==> src/rtl/imem_loader.sv <==
// Instruction-memory loader: assembles little-endian 32-bit words from a byte
// stream and writes them to consecutive word addresses while holding the core.
module imem_loader #(
  parameter int DEPTH = 32,
  parameter int AW    = 8
) (
  input  logic          clk,
  input  logic          rst_n,
  input  logic          start,
  input  logic [AW-1:0] num_words,
  input  logic          in_valid,
  input  logic [7:0]    in_data,
  output logic          in_ready,
  output logic          mem_we,
  output logic [AW-1:0] mem_waddr,
  output logic [31:0]   mem_wdata,
  output logic          busy,
  output logic          done,
  output logic          err,
  output logic          cpu_hold
);

  localparam logic [1:0] IDLE  = 2'd0;
  localparam logic [1:0] RECV  = 2'd1;
  localparam logic [1:0] WRITE = 2'd2;
  localparam logic [1:0] DONE  = 2'd3;

  localparam logic [AW:0] DEPTH_W = (AW+1)'(DEPTH);

  logic [1:0]    state;
  logic [1:0]    byte_cnt;
  logic [AW-1:0] word_cnt;
  logic [AW-1:0] cnt_lat;
  logic [31:0]   asm_word;
  logic          hold_q;
  logic          err_q;

  logic accept;
  logic nw_zero;
  logic nw_big;

  assign accept  = in_valid && in_ready;
  assign nw_zero = (num_words == '0);
  assign nw_big  = ({1'b0, num_words} > DEPTH_W);

  assign in_ready = (state == RECV);
  assign mem_we   = (state == WRITE);
  assign busy     = (state == RECV) || (state == WRITE);
  assign done     = (state == DONE);
  assign err      = err_q;
  // hold drops in the DONE cycle itself, together with the done pulse
  assign cpu_hold = hold_q && (state != DONE);

  always_ff @(posedge clk) begin
    if (!rst_n) begin
      state     <= IDLE;
      byte_cnt  <= 2'd0;
      word_cnt  <= '0;
      cnt_lat   <= '0;
      asm_word  <= 32'd0;
      mem_waddr <= '0;
      mem_wdata <= 32'd0;
      hold_q    <= 1'b1;
      err_q     <= 1'b0;
    end else begin
      err_q <= 1'b0;
      case (state)
        IDLE: begin
          if (start) begin
            if (nw_big) begin
              err_q <= 1'b1;
            end else begin
              hold_q   <= 1'b1;
              cnt_lat  <= num_words;
              word_cnt <= '0;
              byte_cnt <= 2'd0;
              state    <= nw_zero ? DONE : RECV;
            end
          end
        end
        RECV: begin
          if (accept) begin
            asm_word[{byte_cnt, 3'b000} +: 8] <= in_data;
            byte_cnt <= byte_cnt + 2'd1;
            // the last byte bypasses the assembly register so WRITE sees the full word
            if (byte_cnt == 2'd3) begin
              mem_waddr <= word_cnt;
              mem_wdata <= {in_data, asm_word[23:0]};
              state     <= WRITE;
            end
          end
        end
        WRITE: begin
          word_cnt <= word_cnt + AW'(1);
          state    <= ((word_cnt + AW'(1)) == cnt_lat) ? DONE : RECV;
        end
        default: begin
          hold_q <= 1'b0;
          state  <= IDLE;
        end
      endcase
    end
  end

endmodule

==> config.mk <==
export PLATFORM = sky130hd
export DESIGN_NAME = imem_loader
export DESIGN_NICKNAME = d
export VERILOG_FILES = /design/src/rtl/imem_loader.sv
export SDC_FILE = /design/constraint.sdc
export NUM_CORES = 1
export LEC_CHECK = 0
export ABC_AREA = 0
export CORE_MARGIN = 2
export CORE_UTILIZATION = 40
export CTS_BUF_LIST = sky130_fd_sc_hd__clkbuf_16
export DETAILED_ROUTE_END_ITERATION = 6
export PLACE_DENSITY = 0.64
export SLEW_MARGIN = 15
export SYNTH_ARGS = -nofsm -noshare
export SYNTH_HDL_FRONTEND = slang
export SYNTH_SLANG_ARGS = --single-unit
==> constraint.sdc <==
create_clock -name clk -period 2.07 [get_ports clk]
set_input_delay 0.414 -clock clk [delete_from_list [all_inputs] [get_ports clk]]
set_output_delay 0.414 -clock clk [all_outputs]
set_load 0.02 [all_outputs]
* Word level (Yosys, flattened, before mapping)
Cells that the tools add are included.
** Operators by class
- Add/subtract/negate cells :: 3
- $mul :: 0
- Divide/modulo/power cells :: 0
- Order comparisons :: 1
- Equal/unequal tests :: 10
- Shift-type cells :: 2
- Mux-type cells :: 19
- Bitwise gates (word level) :: 2
- Reduce and logical (&&, ||, !) cells :: 16
** Operators by type and width (count)
- $bwmux 32 :: 1
- $shift 8x7->32 const A :: 1
- $shiftx 8x7->32 :: 1
- $mux 2 :: 9
- $mux 8 :: 2
- $pmux 8 s2 :: 1
- $reduce_and 3->1 :: 5
- $add 8x1->8 const B :: 1
- $eq 8x8->1 :: 1
- $gt 8x6->1 const B :: 1
- $logic_not 8->1 :: 1
- $reduce_and 4->1 :: 2
- $neg 5->7 :: 1
- $eq 2x2->1 const B :: 3
- $ne 2x2->1 const B :: 3
- $pmux 2 s3 :: 1
- $ne 2x1->1 const B :: 2
- $pmux 2 s2 :: 1
- $reduce_bool 2->1 :: 2
- $mux 1 :: 3
- $add 2x1->2 const B :: 1
- $eq 2x1->1 const B :: 1
- $logic_and 1x1->1 :: 2
- $logic_not 2->1 :: 1
- other kinds (5) :: 6
** Storage, ports and cells
- Flip-flop bits (word level) :: 94
- Bits in latches :: 0
- Memory bits (writable) :: 0
- ROM bits :: 0
- Output and inout bits :: 46
- Logic and storage cells :: 62
- Memories :: 0

* Depth between registers and ports, before layout
- Word-level depth :: 5
- Mapped depth :: 8
- Depth with buffers taken out :: 7

* Worst setup path after synthesis
No wires, ideal clock.
- Kind :: register to register
- Start :: register state[1]
- End :: register asm_word[0]
- Library setup time :: 0.066 ns
- Data arrival time :: 1.884 ns
- Path slack :: 0.121 ns
- Stages on the path, launching flop included :: 9
- Buffers on the path :: 1
- Period minus slack after synthesis :: 1.949 ns
- Cell sequence :: dfxtp_1 > inv_1 > ha_1 > and2_1 > buf_2 > nand2_1 > nor4b_4 > a22oi_1 > nor2b_1
** On the way
- Word-level cells in the longest chain between the ends :: 3
** RTL lines
- start, declared :: line 30 : logic [1:0] state;
- start signal, assigned :: line 77 : state <= nw_zero ? DONE : RECV;
- start signal, assigned :: line 95 : state <= ((word_cnt + AW'(1)) == cnt_lat) ? DONE : RECV;
- $eq 2x1->1 * :: line 46 : assign in_ready = (state == RECV);
- net in_ready :: line 13 : output logic in_ready,
- $logic_and 1x1->1 :: line 42 : assign accept = in_valid && in_ready;
- $reduce_and 2->1 (no source line) *
- end signal, assigned by index :: line 83 : asm_word[{byte_cnt, 3'b000} +: 8] <= in_data;
- end, declared :: line 34 : logic [31:0] asm_word;
The timed path passes the listed nets; every way through them passes the cells marked *.
A chain may end at the register's enable or synchronous reset.

* Worst setup path in the final report
- Start :: input num_words[0]
- End :: register word_cnt[3]
** On the way
- Word-level cells in the longest chain between the ends :: 3
** RTL lines
- start, declared :: line 10 : input logic [AW-1:0] num_words,
- $gt 8x6->1 :: line 44 : assign nw_big = ({1'b0, num_words} > DEPTH_W);
- $ne 2x2->1 (no source line)
- $reduce_and 3->1 (no source line)
- end signal, assigned :: line 94 : word_cnt <= word_cnt + AW'(1);
- end, declared :: line 32 : logic [AW-1:0] word_cnt;
Every way passes these cells.

==> impl_metrics.env <==
export IMPL_period_share_pct=97.1
export IMPL_gp_routability_congestion=0.851
export IMPL_die_h_um=102
export IMPL_leakage_nw=1.79
export IMPL_layout_drive_gt1_share_pct=10.9
export IMPL_layout_cells_non_filler=634
export IMPL_worst_slew_pin_slew_ns=0.709
export IMPL_cts_sinks=86
export IMPL_min_to="mem_wdata[6]$_SDFFE_PN0P_"
export IMPL_critPathArrivalTime_ns=2.26
export IMPL_antenna_left=0
export IMPL_drt_vias_per_instance=5.03
export IMPL_clockRootBuffer="clkbuf_16"
export IMPL_startpoint="num_words[0]"
export IMPL_grt_overflow_total=0
export IMPL_reg2reg_to="asm_word[20]$_SDFFE_PN0P_"
export IMPL_max_slew_margin_rel_pct=52.7
export IMPL_yosysWarnings=0
export IMPL_end_kind="flop"
export IMPL_fin_skew_ns=0.00873
export IMPL_nets=531
export IMPL_core_sq_mm=0.00924
export IMPL_dp_cells=619
export IMPL_die_x_um=102
export IMPL_p_clk_share_pct=41.2
export IMPL_cts_buffer_depth=2
export IMPL_cts_buffers=9
export IMPL_power_frac_seq_pct=42.2
export IMPL_power_internal_w=0.00305
export IMPL_period_needed_ns=2.01
export IMPL_wirelength_um=8920
export IMPL_netlist_area_sq_mm=0.00380
export IMPL_cts_hold_buf=0
export IMPL_cts_tree="yes"
export IMPL_syn_nets=454
export IMPL_rsz0062_at_grt="true"
export IMPL_grt_pass1_vias=2937
export IMPL_p_sw_share_pct=25.6
export IMPL_reg2reg_depth=7
export IMPL_clock_fmax_mhz=498
export IMPL_drt_pass1_iterations=4
export IMPL_port_buffers=65
export IMPL_hold_path_depth=2
export IMPL_synth_seq_cells=86
export IMPL_drt_iter0_markers=88
export IMPL_grt_pass1_wl_um=14300
export IMPL_syn_to_final_growth_pct=32.9
export IMPL_pin_count=66
export IMPL_hp_start="mem_wdata[6]$_SDFFE_PN0P_"
export IMPL_hold_path_class="reg -> reg"
export IMPL_die_area_sq_mm=0.0103
export IMPL_p_comb_share_pct=16.7
export IMPL_clkTransAtPathRegs_ns=0.06
export IMPL_cp_start_kind="primary input"
export IMPL_wire_per_inst_um=14.1
export IMPL_synth_avg_cell_area_sq_um=8.97
export IMPL_n_antenna_cell=0
export IMPL_post_route_drc_count=0
export IMPL_antenna_found_initial=0
export IMPL_critPathMaxFanout=7
export IMPL_synthCells=424
export IMPL_cts_max_level=3
export IMPL_slew_viol_final=0
export IMPL_maxCapViolations=0
export IMPL_initial_core_util_pct=41.2
export IMPL_postCtsSetupRepairBufs=0
export IMPL_worstPathRequired_ns=2.32
export IMPL_outcome="finished, final reports clean"
export IMPL_detailroute_via_count=3189
export IMPL_grtUsageTotal_pct=17.6
export IMPL_reg2reg_slack_ns=0.20
export IMPL_ir_drop_v=0.000606
export IMPL_insertion_delay_ns=0.33
export IMPL_r2r_start="state[1]$_SDFFE_PN0P_"
export IMPL_final_setup_viol_count=0
export IMPL_finalInstanceArea_sq_mm=0.00505
export IMPL_hpwl_um=6220
export IMPL_synth_seq_area_share_pct=45.3
export IMPL_grt_max_degree=87
export IMPL_crit_type="in -> reg"
export IMPL_hold_violations=0
export IMPL_synth_distinct_cells=47
export IMPL_p_sw_w=0.00105
export IMPL_rows=35
export IMPL_power_density_mw_per_mm2=812
export IMPL_place_area_sq_mm=0.00472
==> synth_stat cells, drive strengths merged <==
library cell / n / area, sq um
mux2i: 8 / 80.1
nand2b: 1 / 6.26
a21boi: 45 / 338
or4: 2 / 15.0
a32o: 1 / 10.0
a211oi: 2 / 15.0
o211ai: 3 / 22.5
clkbuf: 24 / 90.1
nor2: 4 / 15.0
nor4b: 3 / 71.3
xor2: 3 / 26.3
a22oi: 25 / 188
a32oi: 1 / 8.76
nand4: 3 / 25.0
nand2: 96 / 360
or4b: 3 / 33.8
nand3b: 1 / 7.51
and4: 1 / 8.76
buf: 3 / 21.3
a21oi: 5 / 28.8
nand3: 7 / 35.0
or3: 1 / 6.26
a41oi: 1 / 8.76
dfxtp: 86 / 1720
o21ai: 11 / 55.1
o211a: 1 / 10.0
nor3: 5 / 25.0
o22ai: 3 / 18.8
a21o: 1 / 7.51
and3: 3 / 18.8
o21bai: 1 / 7.51
ha: 10 / 125
inv: 5 / 18.8
xnor2: 8 / 70.1
nor3b: 2 / 15.0
and2: 6 / 37.5
a31oi: 2 / 12.5
nor4: 1 / 12.5
nor2b: 36 / 225
==> critical path, cell delays in order <==
cell             delay, ns
clkdlybuf4s50_1       0.42
or4b_4                0.56
o211a_4               0.30
buf_4                 0.17
nor3_2                0.14
o21ai_0               0.10
a21boi_0              0.15
==> worst max path at each step <==
stage / end / slack [ns]
3_3_place_gp: word_cnt[4]$_SDFFE_PN0P_ / -0.32
6_report: word_cnt[3]$_SDFFE_PN0P_ / 0.06
2_1_floorplan: asm_word[0]$_SDFFE_PN0P_ / 0.12
3_5_place_dp: word_cnt[3]$_SDFFE_PN0P_ / -0.44
4_1_cts: done / 0.008
5_1_grt: word_cnt[3]$_SDFFE_PN0P_ / -0.02
==> power groups by stage <==
stage | clock (W) | sequential (W) | combinational [W]
final | 0.00169 | 0.00173 | 0.000683
after global placement | 0 | 0.00176 | 0.000678
after CTS | 0.00174 | 0.00173 | 0.000685
after detailed placement | 0 | 0.00177 | 0.000687
after floorplan | 0 | 0.00176 | 0.000414
after global routing | 0.00181 | 0.00173 | 0.000750
==> timing repair <==
item                                    CTS  global route
resized for setup                         5             5
pin swaps                                 0             0
endpoints found under the setup margin    6             9
hold endpoints to repair                  0             0
==> sequential cells by signal, indices dropped and copies added, names as in the netlist <==
signal / count
hold_q: 1
byte_cnt: 2
state: 2
err: 1
mem_waddr: 8
cnt_lat: 8
mem_wdata: 32
word_cnt: 8
asm_word: 24
==> final cells by class <==
type | count | area [sq um]
clock buffers | 9 | 225
well taps | 129 | 161
flip-flops and latches | 86 | 1720
fillers | 888 | 4190
repair buffers | 93 | 870
inverters | 5 | 18.8
clock inverters | 6 | 86.3
multi-input cells | 306 | 1970
==> metal layers <==
metal | global-route usage [%] | vias to the layer above | share of wire, %
met5 | 0 | - | 0
met1 | 23.4 | 1480 | 46
met3 | 4.00 | 13 | 4.7
li1 | - | 1615 | -
met4 | 4.68 | 0 | 1.4
met2 | 28.7 | 81 | 48
==> placed cells by master, fill, tap and decap left out, types with 3 or more instances in the layout <==
cell,netlist,final
nor2b_1,36,36
xnor2_1,8,8
and2_1,5,5
inv_1,5,5
dfxtp_1,86,86
o211ai_1,3,3
nor3_1,5,4
dlygate4sd2_1,0,3
nor2_1,4,4
a21boi_0,44,43
nor4b_4,3,3
xor2_1,3,3
a21oi_1,4,4
nand3_1,7,7
clkbuf_16,0,9
mux2i_1,8,8
nand2_1,96,96
a22oi_1,25,25
clkdlybuf4s50_1,0,59
ha_1,10,10
o21ai_0,8,8
o22ai_1,3,3
and3_1,3,3
buf_4,0,27
==> kinds of logic after synthesis <==
logic type               share of synthesized area (%)
XOR/XNOR                                          2.53
buffers and inverters                             3.42
adder cells (fa/ha/maj)                           3.29
AO/OA/AOI/OAI                                     19.2
AND/OR/NAND/NOR                                   24.2
flip-flops                                        45.3
multiplexers                                      2.11
==> through the flow <==
stage                     hold WS, ns  setup slack [ns]  total power (W)  utilization [%]  setup TNS [ns]
after global routing            0.480           -0.0232          0.00429             54.7         -0.0232
after global placement          0.447            -0.323          0.00244             51.1           -4.88
final                           0.461            0.0600          0.00410             54.7               0
after CTS                       0.466           0.00812          0.00415             54.5               0
after detailed placement        0.457            -0.437          0.00245             51.1           -5.96
after floorplan                 0.441             0.121          0.00218                -               0
(Power assumes the default switching activity.)
